--- config.mk ---
export PLATFORM = sky130hd
export DESIGN_NAME = seg7_scan
export DESIGN_NICKNAME = d
export VERILOG_FILES = /design/src/rtl/seg7_scan.sv
export SDC_FILE = /design/constraint.sdc
export NUM_CORES = 1
export LEC_CHECK = 0
export BUFFER_PORTS_ARGS = -buffer_cell sky130_fd_sc_hd__buf_2
export CAP_MARGIN = 10
export CORE_MARGIN = 5
export CORE_UTILIZATION = 51
export CTS_BUF_LIST = sky130_fd_sc_hd__clkbuf_16
export DETAILED_ROUTE_END_ITERATION = 8
export PLACE_DENSITY_LB_ADDON = 0.2
export SETUP_SLACK_MARGIN = 0.2
export SYNTH_ARGS = -nofsm -noshare
export SYNTH_HDL_FRONTEND = slang
export SYNTH_SLANG_ARGS = --single-unit
export TNS_END_PERCENT = 30
--- constraint.sdc ---
create_clock -name clk -period 3.1 [get_ports clk]
set_clock_uncertainty 0.1 [all_clocks]
set_input_delay 0.465 -clock clk [delete_from_list [all_inputs] [get_ports clk]]
set_output_delay 0.465 -clock clk [all_outputs]
set_load 0.01 [all_outputs]
--- src/rtl/seg7_scan.sv ---
// Time-multiplexed 4-digit, common-anode 7-segment scanner with dead time between digits.
// The display register is loaded by a strobe; the outputs are registered and only change at digit boundaries.
module seg7_scan #(
    parameter int DIGIT_TICKS = 50000,
    parameter int DEAD_TICKS  = 500
) (
    input  logic        clk,
    input  logic        rst,
    input  logic [15:0] value,
    input  logic [3:0]  blank,
    input  logic [3:0]  dp,
    input  logic        load,
    output logic [6:0]  seg,
    output logic        dp_n,
    output logic [3:0]  an,
    output logic        frame_done
);

    localparam int MAX_TICKS = (DIGIT_TICKS > DEAD_TICKS) ? DIGIT_TICKS : DEAD_TICKS;
    localparam int CW        = (MAX_TICKS > 1) ? $clog2(MAX_TICKS) : 1;
    localparam logic [CW-1:0] DIGIT_LAST = CW'(DIGIT_TICKS - 1);
    localparam logic [CW-1:0] DEAD_LAST  = CW'(DEAD_TICKS - 1);

    typedef enum logic {DEAD, DRIVE} state_t;

    state_t      state_reg, state_next;
    logic [1:0]  idx_reg, idx_next;
    logic [CW-1:0] cnt_reg, cnt_next;

    logic [15:0] disp_value_reg;
    logic [3:0]  disp_blank_reg;
    logic [3:0]  disp_dp_reg;

    logic [6:0]  seg_reg, seg_next;
    logic        dp_n_reg, dp_n_next;
    logic [3:0]  an_reg, an_next;
    logic        frame_done_reg, frame_done_next;

    logic [3:0]  nib [4];
    logic [3:0]  an_sel;
    logic [3:0]  cur_nib;
    logic [6:0]  cur_seg;

    generate
        for (genvar gi = 0; gi < 4; gi++) begin : g_digit
            assign nib[gi]    = disp_value_reg[4*gi+3:4*gi];
            assign an_sel[gi] = (idx_next != 2'(gi));
        end
    endgenerate

    assign cur_nib = nib[idx_next];

    always_comb begin
        cur_seg = 7'h7F;
        case (cur_nib)
            4'h0: cur_seg = 7'h40;
            4'h1: cur_seg = 7'h79;
            4'h2: cur_seg = 7'h24;
            4'h3: cur_seg = 7'h30;
            4'h4: cur_seg = 7'h19;
            4'h5: cur_seg = 7'h12;
            4'h6: cur_seg = 7'h02;
            4'h7: cur_seg = 7'h78;
            4'h8: cur_seg = 7'h00;
            4'h9: cur_seg = 7'h10;
            4'hA: cur_seg = 7'h08;
            4'hB: cur_seg = 7'h03;
            4'hC: cur_seg = 7'h46;
            4'hD: cur_seg = 7'h21;
            4'hE: cur_seg = 7'h06;
            4'hF: cur_seg = 7'h0E;
            default: cur_seg = 7'h7F;
        endcase
    end

    // Next-state and output register loads; outputs only move on phase boundaries.
    always_comb begin
        state_next      = state_reg;
        idx_next        = idx_reg;
        cnt_next        = cnt_reg + 1'b1;
        seg_next        = seg_reg;
        dp_n_next       = dp_n_reg;
        an_next         = an_reg;
        frame_done_next = 1'b0;
        case (state_reg)
            DEAD: begin
                if (cnt_reg == DEAD_LAST) begin
                    state_next = DRIVE;
                    idx_next   = idx_reg + 2'd1;
                    cnt_next   = '0;
                    if (disp_blank_reg[idx_next]) begin
                        seg_next  = 7'h7F;
                        dp_n_next = 1'b1;
                        an_next   = 4'hF;
                    end else begin
                        seg_next  = cur_seg;
                        dp_n_next = ~disp_dp_reg[idx_next];
                        an_next   = an_sel;
                    end
                end
            end
            DRIVE: begin
                if (cnt_reg == DIGIT_LAST) begin
                    state_next      = DEAD;
                    cnt_next        = '0;
                    seg_next        = 7'h7F;
                    dp_n_next       = 1'b1;
                    an_next         = 4'hF;
                    frame_done_next = (idx_reg == 2'd3);
                end
            end
            default: begin
                state_next = DEAD;
                cnt_next   = '0;
            end
        endcase
    end

    always_ff @(posedge clk) begin
        if (rst) begin
            state_reg      <= DEAD;
            idx_reg        <= 2'd3;
            cnt_reg        <= '0;
            disp_value_reg <= 16'h0000;
            disp_blank_reg <= 4'hF;
            disp_dp_reg    <= 4'h0;
            seg_reg        <= 7'h7F;
            dp_n_reg       <= 1'b1;
            an_reg         <= 4'hF;
            frame_done_reg <= 1'b0;
        end else begin
            state_reg      <= state_next;
            idx_reg        <= idx_next;
            cnt_reg        <= cnt_next;
            seg_reg        <= seg_next;
            dp_n_reg       <= dp_n_next;
            an_reg         <= an_next;
            frame_done_reg <= frame_done_next;
            if (load) begin
                disp_value_reg <= value;
                disp_blank_reg <= blank;
                disp_dp_reg    <= dp;
            end
        end
    end

    assign seg        = seg_reg;
    assign dp_n       = dp_n_reg;
    assign an         = an_reg;
    assign frame_done = frame_done_reg;

endmodule
==> out/qor.yml, run 1 <==
route:
  dr.first_iter.drc_count: 69
  routedWlPerCell_um: 13.8
  route.detailed.drc: 0
  final_antenna_net_count: 0
  finalWirelength_mm: 5.63
  vias: 2137
  drt-pass1-iter-count: 4
  viasPerCell: 5.22
finish:
  diodes: 0
  drive_gt1_frac: 0.271
  fin_util: 0.643
  stdcell_count: 409
  final_cell_area_um2: 3280
  fin_nets: 373
  areaGrowthSynthToFinish_pct: 21.9
clock_tree:
  cts-root-buf: "clkbuf_16"
  clock_path_buffers: 2
  cts_tree: "built"
  numCtsBuffers: 5
  cts_sinks: 56
  worstSkewPairLatency_ps: 290
  htree_levels: 2
  cts.clk_slew.worst_paths_ps: 70
worst_setup_path:
  end_kind: "flop"
  cpPeakStageDelay_ps: 540
  crit_required_ps: 3180
  path_class: "reg -> reg"
  crit_family: "simple AND/OR/NAND/NOR gates"
  start_kind: "flop"
  path_buf_inv: 2
  r2r_slack_ps: 50
  cp_max_fo: 5
  worstPathArrival_ps: 3130
  slowest_stage: "or4_4"
  path_cells: "ha_4 -> or4b_4 -> or4_4 -> o21ai_4 -> mux2_4 -> o221ai_4 -> inv_2 -> ha_2 -> inv_1 -> and3_1 -> a21oi_1 -> a21oi_1"
  crit_top_cell: "a21oi_1"
synthesis:
  yosysSeqAreaShare: 0.416
  synthArstFlopShare: 0
  synth.net_count: 325
  syn_avg_cell_area_um2: 9.29
  synthCells: 290
  synthFlopType: "dfxtp_1"
  ys_top_cells_by_area: "dfxtp_1 42%, mux2i_1 8.5%, nor2_1 8.5%"
  yosysWarnings: 0
  syn_area_um2: 2700
  synth-seq-cells: 56
  yosys.area.top_type: "dfxtp_1"
  yosysTopAreaCellShare: 0.416
  synth_edf_count: 0
  synth_cell_types: 45
sta:
  fin_hold_ws_ps: 275
  tns_ps: 0
  worst-slew-pin-transition_ps: 717
  fin_ws_ps: 49.0
  min_period_ps: 3050
  setup_viol: 0
  period_share: 0.984
  finalMaxSlewViolations: 0
  timing.fmax_mhz: 328
  hold_violations: 0
  slew_headroom: 0.522
  rsz0062_at_grt: "true"
die:
  dieArea_um2: 6840
  ios: 40
  num_rows: 26
  core_region_area_um2: 5110
  dieHeight_um: 82.7
  die_w_um: 82.7
  start_util: 0.528
grt:
  grt_overflow: 0
  grt_pass1_wl_mm: 9.40
  grt_pass1_vias: 2018
  grt.total_usage: 0.181
  grt_max_degree: 31
  grt_antenna_before_repair: 0
place:
  post-dp-hpwl_mm: 4.02
  gp_congestion: 0.844
  post_dp_cell_area_um2: 3060
  portBuffers: 39
  dpl.cell_count: 393
  post-place-ws_ps: 8.08
pwr:
  switching_share: 0.224
  p_int_mw: 1.10
  p_per_area_nw_per_um2: 432
  p_leak_nw: 1.33
  pwr-share-seq: 0.536
  combPwrFrac: 0.090
  power_switching_uw: 319
  ir_worst_vdd_mv: 0.342
  finalPower_mw: 1.42
  clkPwrFrac: 0.374
run:
  timing.max_cap.violations: 0
worst_hold_path:
  hp-class: "in -> reg"
run_status:
  outcome: "completed"
[cells in the mapped netlist, types with 5 or more instances]
master / instances
nor3_1: 9
nor2_1: 61
nand2_1: 12
and3_1: 5
a211o_1: 5
ha_1: 8
mux2i_1: 23
dfxtp_1: 56
clkbuf_1: 9
nand2b_1: 6
xnor2_1: 9
xor2_1: 7
a21oi_1: 12
[metal layers]
metal / routed length [µm] / GRT usage
met5: 0 / 0
met4: 120 / 0.0735
met3: 281 / 0.0488
met2: 2610 / 0.292
met1: 2620 / 0.229
[cell usage in the layout (no fill, tap or decap), drive strengths merged, types with 4 or more instances in the layout]
master   n
and2     4
nand3    4
nand2b   6
xor2     7
mux2i   23
a211o    5
buf     55
inv      6
nor3     9
and3     5
mux2     5
nor2    61
a21oi   12
ha       8
xnor2    9
nand2   12
clkbuf   5
o211ai   4
nor3b    4
nor2b    4
dfxtp   56
[repair_timing]
action	in CTS	in global routing
gates resized for setup	4	3
hold buffers	0	0
pin swaps	5	3
setup buffers	5	3
gates cloned	0	0
setup endpoints to repair	7	9
hold endpoints to repair	0	0
[final cells by class]
cell class,instances,area [µm²]
multi-input cells,216,1610
repair buffers,55,315
clock inverters,3,11.3
flip-flops and latches,56,1120
inverters,4,15.0
clock buffers,5,125
well taps,70,87.6
fillers,461,1820
[worst paths after layout]
| kind | to | cells past startpoint | start |
|---|---|---|---|
| worst max-delay path | seg[2] | 12 | cnt_reg[0] |
| worst min register to register | seg[4] | 1 | seg[4] |
| worst min-delay path | disp_blank_reg[3] | 2 | blank[3] |
| worst max register to register | seg[2] | 12 | cnt_reg[0] |
[logic make-up (layout without fill, tap and decap cells)]
group / count (synthesis) / in the layout / share of synthesized area
AOI/OAI and AO/OA: 38 / 38 / 0.105
xor gates and xnor gates: 16 / 16 / 0.0520
adders and majority gates: 8 / 8 / 0.0371
buffers and inverters: 18 / 67 / 0.0306
DFF: 56 / 56 / 0.416
muxes: 30 / 30 / 0.126
and+or+nand+nor: 124 / 124 / 0.234
[power by group through the flow]
| stage | clock network [mW] | logic (mW) | registers [mW] |
|---|---|---|---|
| finish | 0.531 | 0.128 | 0.761 |
| global route | 0.590 | 0.144 | 0.763 |
| CTS | 0.551 | 0.126 | 0.760 |
| detailed placement | 0 | 0.121 | 0.777 |
| global placement | 0 | 0.118 | 0.776 |
| floorplan | 0 | 0.0911 | 0.771 |
(Power assumes the default switching activity.)
==> run 2: changes to the inputs <==
Clock period 3.1 ns to 2.7 ns, I/O delays scaled along.
==> run 2 against run 1 <==
Against the previous run:
- the flow now finishes with violations (negative setup slack)
- cell count up 3.9%
- die area is the same
- sequential share of layout area down 1.8 points
- register-to-register slack lost 390 ps
- total power up 15%
- final area grew 5.4%
- critical path type unchanged
==> out/qor.yml, run 2 (same netlist as run 1, synthesis figures left out) <==
run_status:
  outcome: "finished, violations left"
  violations: "negative setup slack"
worst_setup_path:
  rr_endpoint: "seg[6]"
  crit_required_ps: 2770
  start_kind: "flop"
  worstPathArrival_ps: 3110
  r2r_slack_ps: -340
  path_class: "reg -> reg"
  end_kind: "flop"
  reg2reg_depth: 10
  regToRegStartpoint: "cnt_reg[1]"
  cp_max_fo: 7
place:
  gp_congestion: 0.824
  post-dp-hpwl_mm: 4.15
  portBuffers: 39
  post_dp_cell_area_um2: 3200
grt:
  grt_overflow: 0
  grt_antenna_before_repair: 0
  grt.total_usage: 0.182
  grt_max_degree: 31
  grt_pass1_wl_mm: 9.66
  grt_pass1_vias: 2138
pwr:
  pwr-share-seq: 0.534
  ir_worst_vdd_mv: 0.320
  p_int_mw: 1.27
  combPwrFrac: 0.095
  p_per_area_nw_per_um2: 472
  switching_share: 0.224
  power_switching_uw: 366
  p_leak_nw: 1.42
  clkPwrFrac: 0.372
clock_tree:
  clock_path_buffers: 2
  cts_hold_buf: 0
  htree_levels: 2
  cts_tree: "built"
  cts-root-buf: "clkbuf_16"
  worstSkewPairLatency_ps: 290
  cts.clk_slew.worst_paths_ps: 70
  numCtsBuffers: 5
  cts_sinks: 56
sta:
  tns_ps: -2040
  finalMaxSlewViolations: 0
  worst-slew-pin-transition_ps: 697
  slew_headroom: 0.535
  min_period_ps: 3040
  hold_violations: 0
  period_share: 1.13
  rsz0062_at_grt: "true"
  fin_hold_ws_ps: 219
  timing.fmax_mhz: 329
  fin_ws_ps: -343
  setup_viol: 7
route:
  top_layer_used: "met4"
  vias: 2219
  route.met3.wl_um: 243
  routedWlPerCell_um: 13.5
  dr.first_iter.drc_count: 73
  final_antenna_net_count: 0
  route.detailed.drc: 0
  met2_length_mm: 2.86
  finalWirelength_mm: 5.73
  wl_met1_mm: 2.57
  drt-pass1-iter-count: 4
  viasPerCell: 5.22
finish:
  final_cell_mix: "61 x nor2_1, 54 x dfxtp_1, 39 x buf_2"
  final_cell_area_um2: 3460
  fillers: 416
  regArea_um2: 1120
  multi_input_area_um2: 1630
  final_common_cell: "nor2_1"
  drive_gt1_frac: 0.321
  diodes: 0
  areaGrowthSynthToFinish_pct: 28.5
  fin_nets: 390
run:
  timing.max_cap.violations: 0
worst_hold_path:
  hp-class: "in -> reg"
  hp-start: "blank[2]"
  worstHoldPathCells: 2
  hold_end: "disp_blank_reg[2]"
die:
  dieArea_um2: 6840
  start_util: 0.528
  core_region_area_um2: 5110
  dieHeight_um: 82.7
  die_w_um: 82.7
  num_rows: 26
  ios: 40
run 2: metrics by stage:
step,utilization,cells,setup slack (ps),power [mW]
after CTS,0.660,420,-310,1.65
final,0.678,425,-343,1.64
after global placement,0.627,411,-295,1.04
after detailed placement,0.627,411,-343,1.04
after floorplan,-,290,-261,0.990
after global routing,0.678,425,-444,1.71
run 2: worst max path at each step:
stage | start | endpoint | depth (start not counted)
3_5_place_dp | cnt_reg[1] | seg[0] | 11
4_1_cts | cnt_reg[1] | seg[6] | 11
2_1_floorplan | cnt_reg[1] | seg[6] | 11
3_3_place_gp | cnt_reg[1] | seg[6] | 11
6_report | cnt_reg[1] | seg[6] | 10
5_1_grt | cnt_reg[1] | seg[3] | 11
run 2: what timing repair did:
item | CTS | global route
pin swaps | 8 | 6
gates resized for setup | 6 | 10
gates cloned | 0 | 0
setup endpoints to repair | 7 | 9
buffers inserted | 2 | 5
run 2: area by class of cell:
cell class	count	area share
multi-input combinational	216	0.471
sequential	56	0.324
timing repair buffer	72	0.136
clock buffer	5	0.0361
tap	70	0.0253
inverter	4	0.00434
clock inverter	2	0.00253
run 2: worst max-delay path, stage by stage (launching register included):
cell,delay [ps]
dfxtp_2,350
ha_4,130
or4b_4,470
or4_4,560
o21ai_4,180
mux2_4,220
buf_4,120
o221a_4,240
mux2_4,310
a22oi_2,160
a21oi_1,80
run 2: power by group through the flow:
stage | Combinational (mW) | Clock (mW) | Sequential (mW)
floorplan | 0.105 | 0 | 0.885
global placement | 0.146 | 0 | 0.890
detailed placement | 0.150 | 0 | 0.891
CTS | 0.152 | 0.622 | 0.872
global route | 0.173 | 0.663 | 0.876
finish | 0.155 | 0.608 | 0.873
run 2: metal layers:
metal  vias to the layer above  track usage
met1                      1027        0.229
met5                         -            0
met2                        41        0.319
li1                       1141            -
met3                        10       0.0369
met4                         0       0.0425
==> run 3: changes to the inputs <==
Settings changed: CTS_BUF_LIST sky130_fd_sc_hd__clkbuf_16 to unset.
==> run 3 against run 2 <==
Against the previous run:
- the flow still finishes with violations (negative setup slack)
- final area shrank 2.3%
- routed wire length shrank 0.23%
- clock power is 29% lower
- worst setup slack got worse by 20 ps
- clock-buffer cell count grew 1
- non-clock buffer count is 2 lower
- global-route usage barely moved
- worst hold slack got worse by 19 ps
- combinational power is essentially flat
- register-to-register slack worse by 20 ps
- critical path depth is the same
- die area unchanged
- largest cell class unchanged
==> out/qor.yml, run 3 (same netlist as run 1, synthesis figures left out) <==
worst_setup_path:
  reg2reg_depth: 10
  start_kind: "flop"
  crit_required_ps: 2800
  end_kind: "flop"
  path_class: "reg -> reg"
  worstPathArrival_ps: 3160
  cp_max_fo: 7
route:
  finalWirelength_mm: 5.72
  route.detailed.drc: 0
  final_antenna_net_count: 0
  viasPerCell: 5.17
  vias: 2189
  routedWlPerCell_um: 13.5
  dr.first_iter.drc_count: 98
  drt-pass1-iter-count: 4
place:
  post-place-ws_ps: -343
  dpl.cell_count: 411
  portBuffers: 39
  gp_congestion: 0.824
  post-dp-hpwl_mm: 4.15
  post_dp_cell_area_um2: 3200
clock_tree:
  clock_path_buffers: 2
  worstSkewPairLatency_ps: 300
  numCtsBuffers: 5
  cts_sinks: 56
  cts-root-buf: "clkbuf_8"
  htree_levels: 2
  cts.clk_slew.worst_paths_ps: 90
  cts_tree: "built"
worst_hold_path:
  worstHoldPathCells: 2
  hp-class: "in -> reg"
die:
  dieHeight_um: 82.7
  num_rows: 26
  ios: 40
  core_region_area_um2: 5110
  die_w_um: 82.7
  dieArea_um2: 6840
  start_util: 0.528
run_status:
  outcome: "finished, violations left"
  violations: "negative setup slack"
sta:
  worst-slew-pin-transition_ps: 700
  rsz0062_at_grt: "true"
  setup_viol: 7
  timing.fmax_mhz: 327
  tns_ps: -2220
  slew_headroom: 0.533
  period_share: 1.13
  finalMaxSlewViolations: 0
  hold_violations: 0
  min_period_ps: 3060
  fin_ws_ps: -362
grt:
  grt.total_usage: 0.182
  grt_max_degree: 31
  grt_pass1_vias: 2121
  grt_pass1_wl_mm: 9.64
  grt_overflow: 0
  grt_antenna_before_repair: 0
finish:
  multi_input_area_um2: 1630
  areaGrowthSynthToFinish_pct: 25.5
  final_common_cell: "nor2_1"
  drive_gt1_frac: 0.314
  diodes: 0
  fillers: 426
  fin_nets: 388
  stdcell_count: 423
  final_cell_mix: "61 x nor2_1, 54 x dfxtp_1, 39 x buf_2"
  fin_util: 0.662
  regArea_um2: 1120
  final_cell_area_um2: 3380
pwr:
  p_per_area_nw_per_um2: 432
  p_leak_nw: 1.38
  ir_worst_vdd_mv: 0.264
run:
  timing.max_cap.violations: 0
==> run 3: final timing paths <==
check | startpoint | slack (ps) | endpoint
setup / recovery | cnt_reg[1] | -360 | seg[6]
hold / removal | blank[0] | 200 | disp_blank_reg[0]
setup reg to reg | cnt_reg[1] | -360 | seg[6]
hold reg to reg | seg[4] | 370 | seg[4]
==> run 3: layout make-up <==
type,instances,share of cell area
multi-input cells,216,0.481
inverters,4,0.00444
clock inverters,1,0.00148
repair buffers,70,0.134
well taps,70,0.0259
clock buffers,6,0.0215
flip-flops and latches,56,0.332
==> run 3: stage by stage <==
step                      hold WS [ps]  total power, mW
after floorplan                    316            0.990
after global placement             344             1.04
after detailed placement           350             1.04
after CTS                          193             1.47
after global routing               188             1.54
final                              200             1.46
==> run 3: worst max-delay path: stages (launching register included) <==
cell     delay (ps)
dfxtp_2         360
ha_4            130
or4b_4          470
or4_4           560
o21ai_4         190
mux2_4          220
buf_4           120
o221a_4         240
mux2_4          310
a22oi_2         160
a21oi_1          80
==> run 3: per-layer routing <==
metal  GRT usage  routed length (µm)  vias to the layer above  part of all wire
met5           0                   0                        -                 0
met4      0.0441                  49                        0            0.0086
met3      0.0358                 221                        6             0.039
met2       0.321                2850                       30              0.50
met1       0.228                2600                     1020              0.45
li1            -                   -                     1133                 -
==> run 3: timing repair <==
item,CTS,global route
buffers inserted,2,3
endpoints found under the hold margin,0,0
gates resized for setup,7,7
pin swaps,9,6
hold buffers,0,0
setup endpoints to repair,7,11
==> run 3: where the power goes <==
group	switching [mW]	internal, mW	total [mW]	leakage, nW
clock	0.255	0.177	0.433	0.0410
combinational	0.0717	0.0832	0.155	0.881
sequential	0.0210	0.852	0.873	0.458
